## src/rtl/slow_tick_debounce_if.sv

```systemverilog
// slow_tick_debounce_if: slow-clock/raw-input bundle and debounced results.
// master drives slow_clk and raw_in; slave (the debouncer) drives the rest.
interface slow_tick_debounce_if #(
  parameter int WIDTH = 4
);
  logic             slow_clk;
  logic [WIDTH-1:0] raw_in;
  logic             tick_en;
  logic [WIDTH-1:0] deb_out;
  logic [WIDTH-1:0] deb_rise;
  logic [WIDTH-1:0] deb_fall;
  logic             busy_timeout;

  modport master (
    output slow_clk,
    output raw_in,
    input  tick_en,
    input  deb_out,
    input  deb_rise,
    input  deb_fall,
    input  busy_timeout
  );

  modport slave (
    input  slow_clk,
    input  raw_in,
    output tick_en,
    output deb_out,
    output deb_rise,
    output deb_fall,
    output busy_timeout
  );
endinterface

```

## src/rtl/slow_tick_debounce.sv

```systemverilog
// slow_tick_debounce: slow_clk edge -> tick_en strobe, tick-paced debounce
// of WIDTH active-low inputs with edge pulses, and R/B# busy watchdog.
module slow_tick_debounce #(
  parameter int WIDTH     = 4,
  parameter int DEB_TICKS = 3,
  parameter int TO_TICKS  = 100
) (
  input  logic                cpld_50m_clk,
  input  logic                cpld_rst_50m,
  slow_tick_debounce_if.slave bus
);
  localparam int CW = $clog2(DEB_TICKS + 1);
  localparam int TW = $clog2(TO_TICKS + 1);
  localparam logic [CW-1:0] DEB_LAST = CW'(DEB_TICKS - 1);
  localparam logic [TW-1:0] TO_MAX   = TW'(TO_TICKS);

  logic [WIDTH-1:0] r_sync1;
  logic [WIDTH-1:0] r_sync2;
  logic             r_slow_d;
  logic             r_tick;
  logic [WIDTH-1:0] r_deb;
  logic [WIDTH-1:0] r_rise;
  logic [WIDTH-1:0] r_fall;
  logic [CW-1:0]    r_cnt [WIDTH];
  logic [TW-1:0]    r_to_cnt;
  logic             r_busy;

  // slow_d resets high so a slow_clk already high at release is no edge
  always_ff @(posedge cpld_50m_clk) begin
    if (cpld_rst_50m) begin
      r_sync1  <= '1;
      r_sync2  <= '1;
      r_slow_d <= 1'b1;
      r_tick   <= 1'b0;
    end else begin
      r_sync1  <= bus.raw_in;
      r_sync2  <= r_sync1;
      r_slow_d <= bus.slow_clk;
      r_tick   <= bus.slow_clk & ~r_slow_d;
    end
  end

  // any agreeing cycle clears the count, so only unbroken
  // disagreement across DEB_TICKS ticks flips a level
  always_ff @(posedge cpld_50m_clk) begin
    if (cpld_rst_50m) begin
      r_deb  <= '1;
      r_rise <= '0;
      r_fall <= '0;
      for (int i = 0; i < WIDTH; i++) begin
        r_cnt[i] <= '0;
      end
    end else begin
      r_rise <= '0;
      r_fall <= '0;
      for (int i = 0; i < WIDTH; i++) begin
        if (r_sync2[i] == r_deb[i]) begin
          r_cnt[i] <= '0;
        end else if (r_tick && r_cnt[i] == DEB_LAST) begin
          r_deb[i]  <= r_sync2[i];
          r_cnt[i]  <= '0;
          r_rise[i] <= r_sync2[i];
          r_fall[i] <= ~r_sync2[i];
        end else if (r_tick) begin
          r_cnt[i] <= r_cnt[i] + CW'(1);
        end
      end
    end
  end

  // watchdog counts ticks while R/B# is debounced low; the
  // flag is sticky until R/B# returns high
  always_ff @(posedge cpld_50m_clk) begin
    if (cpld_rst_50m) begin
      r_to_cnt <= '0;
      r_busy   <= 1'b0;
    end else if (r_deb[0]) begin
      r_to_cnt <= '0;
      r_busy   <= 1'b0;
    end else if (r_tick && r_to_cnt != TO_MAX) begin
      r_to_cnt <= r_to_cnt + TW'(1);
      if (r_to_cnt == TO_MAX - TW'(1)) begin
        r_busy <= 1'b1;
      end
    end
  end

  assign bus.tick_en      = r_tick;
  assign bus.deb_out      = r_deb;
  assign bus.deb_rise     = r_rise;
  assign bus.deb_fall     = r_fall;
  assign bus.busy_timeout = r_busy;
endmodule

```

## src/flat_wrapper.sv

```systemverilog
// flat-port wrapper written by rule: the top's interface ports become plain ports
module slow_tick_debounce_flat 
#(
  parameter int WIDTH     = 4,
  parameter int DEB_TICKS = 3,
  parameter int TO_TICKS  = 100
)
  (cpld_50m_clk, cpld_rst_50m, bus_slow_clk, bus_raw_in, bus_tick_en, bus_deb_out, bus_deb_rise, bus_deb_fall, bus_busy_timeout);
  slow_tick_debounce_if #(.WIDTH(WIDTH)) bus_i ();
  input  logic cpld_50m_clk;
  input  logic cpld_rst_50m;
  input wire logic [$bits(bus_i.slow_clk)-1:0] bus_slow_clk;
  input wire logic [$bits(bus_i.raw_in)-1:0] bus_raw_in;
  output wire logic [$bits(bus_i.tick_en)-1:0] bus_tick_en;
  output wire logic [$bits(bus_i.deb_out)-1:0] bus_deb_out;
  output wire logic [$bits(bus_i.deb_rise)-1:0] bus_deb_rise;
  output wire logic [$bits(bus_i.deb_fall)-1:0] bus_deb_fall;
  output wire logic [$bits(bus_i.busy_timeout)-1:0] bus_busy_timeout;
  assign bus_i.slow_clk = bus_slow_clk;
  assign bus_i.raw_in = bus_raw_in;
  assign bus_tick_en = bus_i.tick_en;
  assign bus_deb_out = bus_i.deb_out;
  assign bus_deb_rise = bus_i.deb_rise;
  assign bus_deb_fall = bus_i.deb_fall;
  assign bus_busy_timeout = bus_i.busy_timeout;
  slow_tick_debounce #(.WIDTH(WIDTH), .DEB_TICKS(DEB_TICKS), .TO_TICKS(TO_TICKS)) u_core (.cpld_50m_clk(cpld_50m_clk), .cpld_rst_50m(cpld_rst_50m), .bus(bus_i));
endmodule
```

## config.mk

```make
export PLATFORM = sky130hd
export DESIGN_NAME = slow_tick_debounce_flat
export DESIGN_NICKNAME = d
export VERILOG_FILES = /design/src/rtl/slow_tick_debounce_if.sv /design/src/rtl/slow_tick_debounce.sv /design/src/flat_wrapper.sv
export SDC_FILE = /design/constraint.sdc
export NUM_CORES = 1
export LEC_CHECK = 0
export BUFFER_PORTS_ARGS = -buffer_cell sky130_fd_sc_hd__buf_2
export CORE_ASPECT_RATIO = 2
export CORE_MARGIN = 2
export CORE_UTILIZATION = 45
export CTS_BUF_LIST = sky130_fd_sc_hd__clkbuf_8
export CTS_CLUSTER_DIAMETER = 50
export DETAILED_ROUTE_END_ITERATION = 10
export GPL_TIMING_DRIVEN = 0
export PLACE_DENSITY = 0.68
export SLEW_MARGIN = 20
export SYNTH_ARGS = -nofsm -noshare
export SYNTH_HDL_FRONTEND = slang
export SYNTH_SLANG_ARGS = --single-unit
```

## constraint.sdc

```tcl
create_clock -name cpld_50m_clk -period 1.5 [get_ports cpld_50m_clk]
set_input_delay 0.075 -clock cpld_50m_clk [delete_from_list [all_inputs] [get_ports cpld_50m_clk]]
set_output_delay 0.075 -clock cpld_50m_clk [all_outputs]
set_load 0.03 [all_outputs]
```

==> results.toml <==
[run_status]
status = "completed"

[synth]
synth_top_family_by_area = "simple AND/OR/NAND/NOR gates"
synth-compound-area-share_pct = 8.62
synth_cell_types = 29
avgSynthCellArea_um2 = 10.9
synth_area_um2 = 1500
synth_mux_area_share_pct = 1.34
ys_ff_latch = 38
synthCells = 137
synthSimpleGateAreaFrac_pct = 22.1
synth_edf_count = 8
synthesis.nets = 150
ys_async_sr_fraction_pct = 0
synthAdderAreaFrac_pct = 5.02
ys_seq_area_share_pct = 56.2
ys.flop_type = "dfxtp_1"
synth_xor_area_share_pct = 2.93
yosysWarnings = 0

[sta]
slew_violations = 0
max_slew_margin_pct = 72.8
post-route-period-util_pct = 91.2
rsz0062_at_grt = "false"
max_freq_mhz = 731
clock_skew_ns = 0.00570
worst_pin_slew_ns = 0.408
final.setup.tns_ns = 0
worst_slack_ns = 0.131
period_needed_ns = 1.37
holdWs_ns = 0.143
setup_viol = 0
hold_viol = 0

[global_route]
gr-total-overflow = 0
grt_pass1_vias = 1138
grt_pass1_wl_um = 4750
grt.total_usage_pct = 17.3
grt_max_degree = 14
antenna_found_initial = 0

[worst_setup_path]
critPathTopFamily = "simple AND/OR/NAND/NOR gates"
cp_cell_sequence = "buf_4 -> clkbuf_2 -> or3_1"
crit_fanout = 10
worst_path_max_delay_cell = "or3_1"
start_kind = "flip-flop"
worst-path-buf-inv = 2
crit_path_end_kind = "flip-flop"
path_class = "reg -> reg"
cp.required_ns = 1.54
max_stage_delay_ns = 0.42
cp.arrival_ns = 1.41

[clock_network]
clk_latency_ns = 0.29
clock_path_buffers = 2
post-cts-setup-buffers = 0
clk_pin_slew_ns = 0.08
cts_sinks = 38
cts_made_buffers = 5
h-tree-depth = 2
cts_tree = "built"
root_buffer = "clkbuf_8"

[drt]
drc = 0
wl_um = 2750
avgViaCountPerCell = 5.53
dr_total_vias = 1112
drtIter0Drc = 24
firstDrtPassIters = 4
wl_per_cell_um = 13.7
drtAntennaViolNets = 0

[floorplanning]
coreArea_um2 = 3160
die_w_um = 44.8
start_util_pct = 47.4
die_y_um = 85.5
rows = 29
die_area_um2 = 3830
num_io_pins = 21

[final_layout]
layoutNonFillerInstCount = 201
finalNetCount = 182
fillers = 273
diodes = 0
drive_gt1_share_pct = 25.3
area_growth_pct = 20.5
design_area_um2 = 1800
regArea_um2 = 841
multi_input_area_um2 = 601

[hold_path]
holdCritPathClass = "in -> reg"

[power]
power_leakage_nw = 0.664
cellPowerDensity_nw_per_um2 = 1110
ir_worst_vdd_mv = 0.812

[placed_design]
routabilityCongestion = 0.779
dpl.hpwl_um = 2050
pre_cts_slack_ns = 0.0735
dpl.cell_count = 188
portBuffers = 20
post_dp_cell_area_um2 = 1630

[run]
cap_viol_max_count = 0
[stage by stage]
stage | power, mW | util, %
floorplan | 1.13 | -
global placement | 1.15 | 51.8
detailed placement | 1.15 | 51.8
CTS | 2.03 | 57.0
global route | 2.07 | 57.1
finish | 2.00 | 57.1
[flip-flops by register name (all words and copies together) (netlist names)]
signal	count
u_core.bus.deb_rise	4
u_core.r_slow_d	1
u_core.bus.deb_fall	4
u_core.bus.tick_en	1
u_core.bus.busy_timeout	1
u_core.r_sync1	4
u_core.bus.deb_out	4
u_core.r_to_cnt	7
u_core.r_cnt	8
u_core.r_sync2	4
[Yosys cell counts (all sizes together) (2+ instances only)]
cell type,number,share of area (%)
nand4,2,1.3
or2,10,4.2
edfxtp,8,16
mux2i,2,1.3
o21ai,2,0.67
nor4,8,3.3
nand3,2,0.67
inv,8,2.0
nand2,10,2.5
dfxtp,30,40
or3,6,2.5
a21oi,5,1.7
ha,6,5.0
a21boi,4,2.0
clkbuf,5,1.3
a311o,4,2.7
nor2,3,0.75
nor3b,9,4.5
xnor2,4,2.3
[cells in the final DEF (no fill, tap or decap), types with 2 or more instances in the layout]
cell	netlist	final
mux2i_1	2	2
nor2_1	3	3
clkinvlp_4	0	2
edfxtp_1	8	8
or3_1	6	6
nor3b_1	9	9
inv_1	8	8
a21oi_1	5	5
a311o_1	4	4
buf_2	0	20
o21ai_0	2	2
or2_2	10	10
ha_1	6	6
dfxtp_1	30	30
clkbuf_1	5	4
a21boi_0	4	4
nor4_1	8	8
nand2_1	10	10
clkbuf_8	0	5
xnor2_1	4	4
nand3_1	2	2
dlygate4sd3_1	0	5
[timing repair]
| item | in CTS | in global routing |
|---|---|---|
| setup endpoints to repair | 0 | 14 |
| endpoints found under the hold margin | 5 | 0 |
| resized for setup | 0 | 3 |
| hold buffers | 5 | 0 |
[power by group]
group,switching [mW],internal [mW]
Sequential,0.0101,1.06
Clock,0.368,0.494
Combinational,0.0355,0.0369
[layer usage]
layer | routed length, um | track usage [%] | up-vias
li1 | - | - | 550
met1 | 1050 | 16.6 | 526
met2 | 1480 | 29.5 | 30
met3 | 118 | 4.63 | 6
met4 | 97 | 12.9 | 0
met5 | 0 | 0 | -
[worst paths after layout]
path	startpoint	endpoint	slack (ns)	depth (start not counted)
setup reg to reg	u_core.bus.tick_en	u_core.r_cnt[0][4]	0.13	3
hold reg to reg	u_core.r_slow_d	u_core.bus.tick_en	0.40	1
setup / recovery	u_core.bus.tick_en	u_core.r_cnt[0][4]	0.13	3
hold / removal	cpld_rst_50m	u_core.bus.deb_fall[3]	0.14	4
[final cells by class]
cell class	count	area share [%]
flip-flops and latches	38	46.7
clock inverters	3	2.50
inverters	8	1.67
clock buffers	5	3.82
well taps	31	2.15
multi-input cells	85	33.3
plain buffers	6	1.53
repair buffers	25	8.33
[kinds of logic (layout without fill, tap and decap cells)]
| logic type | Yosys count | after routing |
|---|---|---|
| buffers and inverters | 14 | 47 |
| muxes | 2 | 2 |
| and+or+nand+nor | 54 | 54 |
| xor gates and xnor gates | 5 | 5 |
| AOI/OAI and AO/OA | 18 | 18 |
| DFF | 38 | 38 |
| adders and majority gates | 6 | 6 |
[worst register-to-register path, cell delays in order (launching register included)]
cell and delay, ns:
dfxtp_1 0.32, buf_4 0.17, clkbuf_2 0.21, or3_1 0.42
Note: power is estimated with default switching activity, not from simulation.
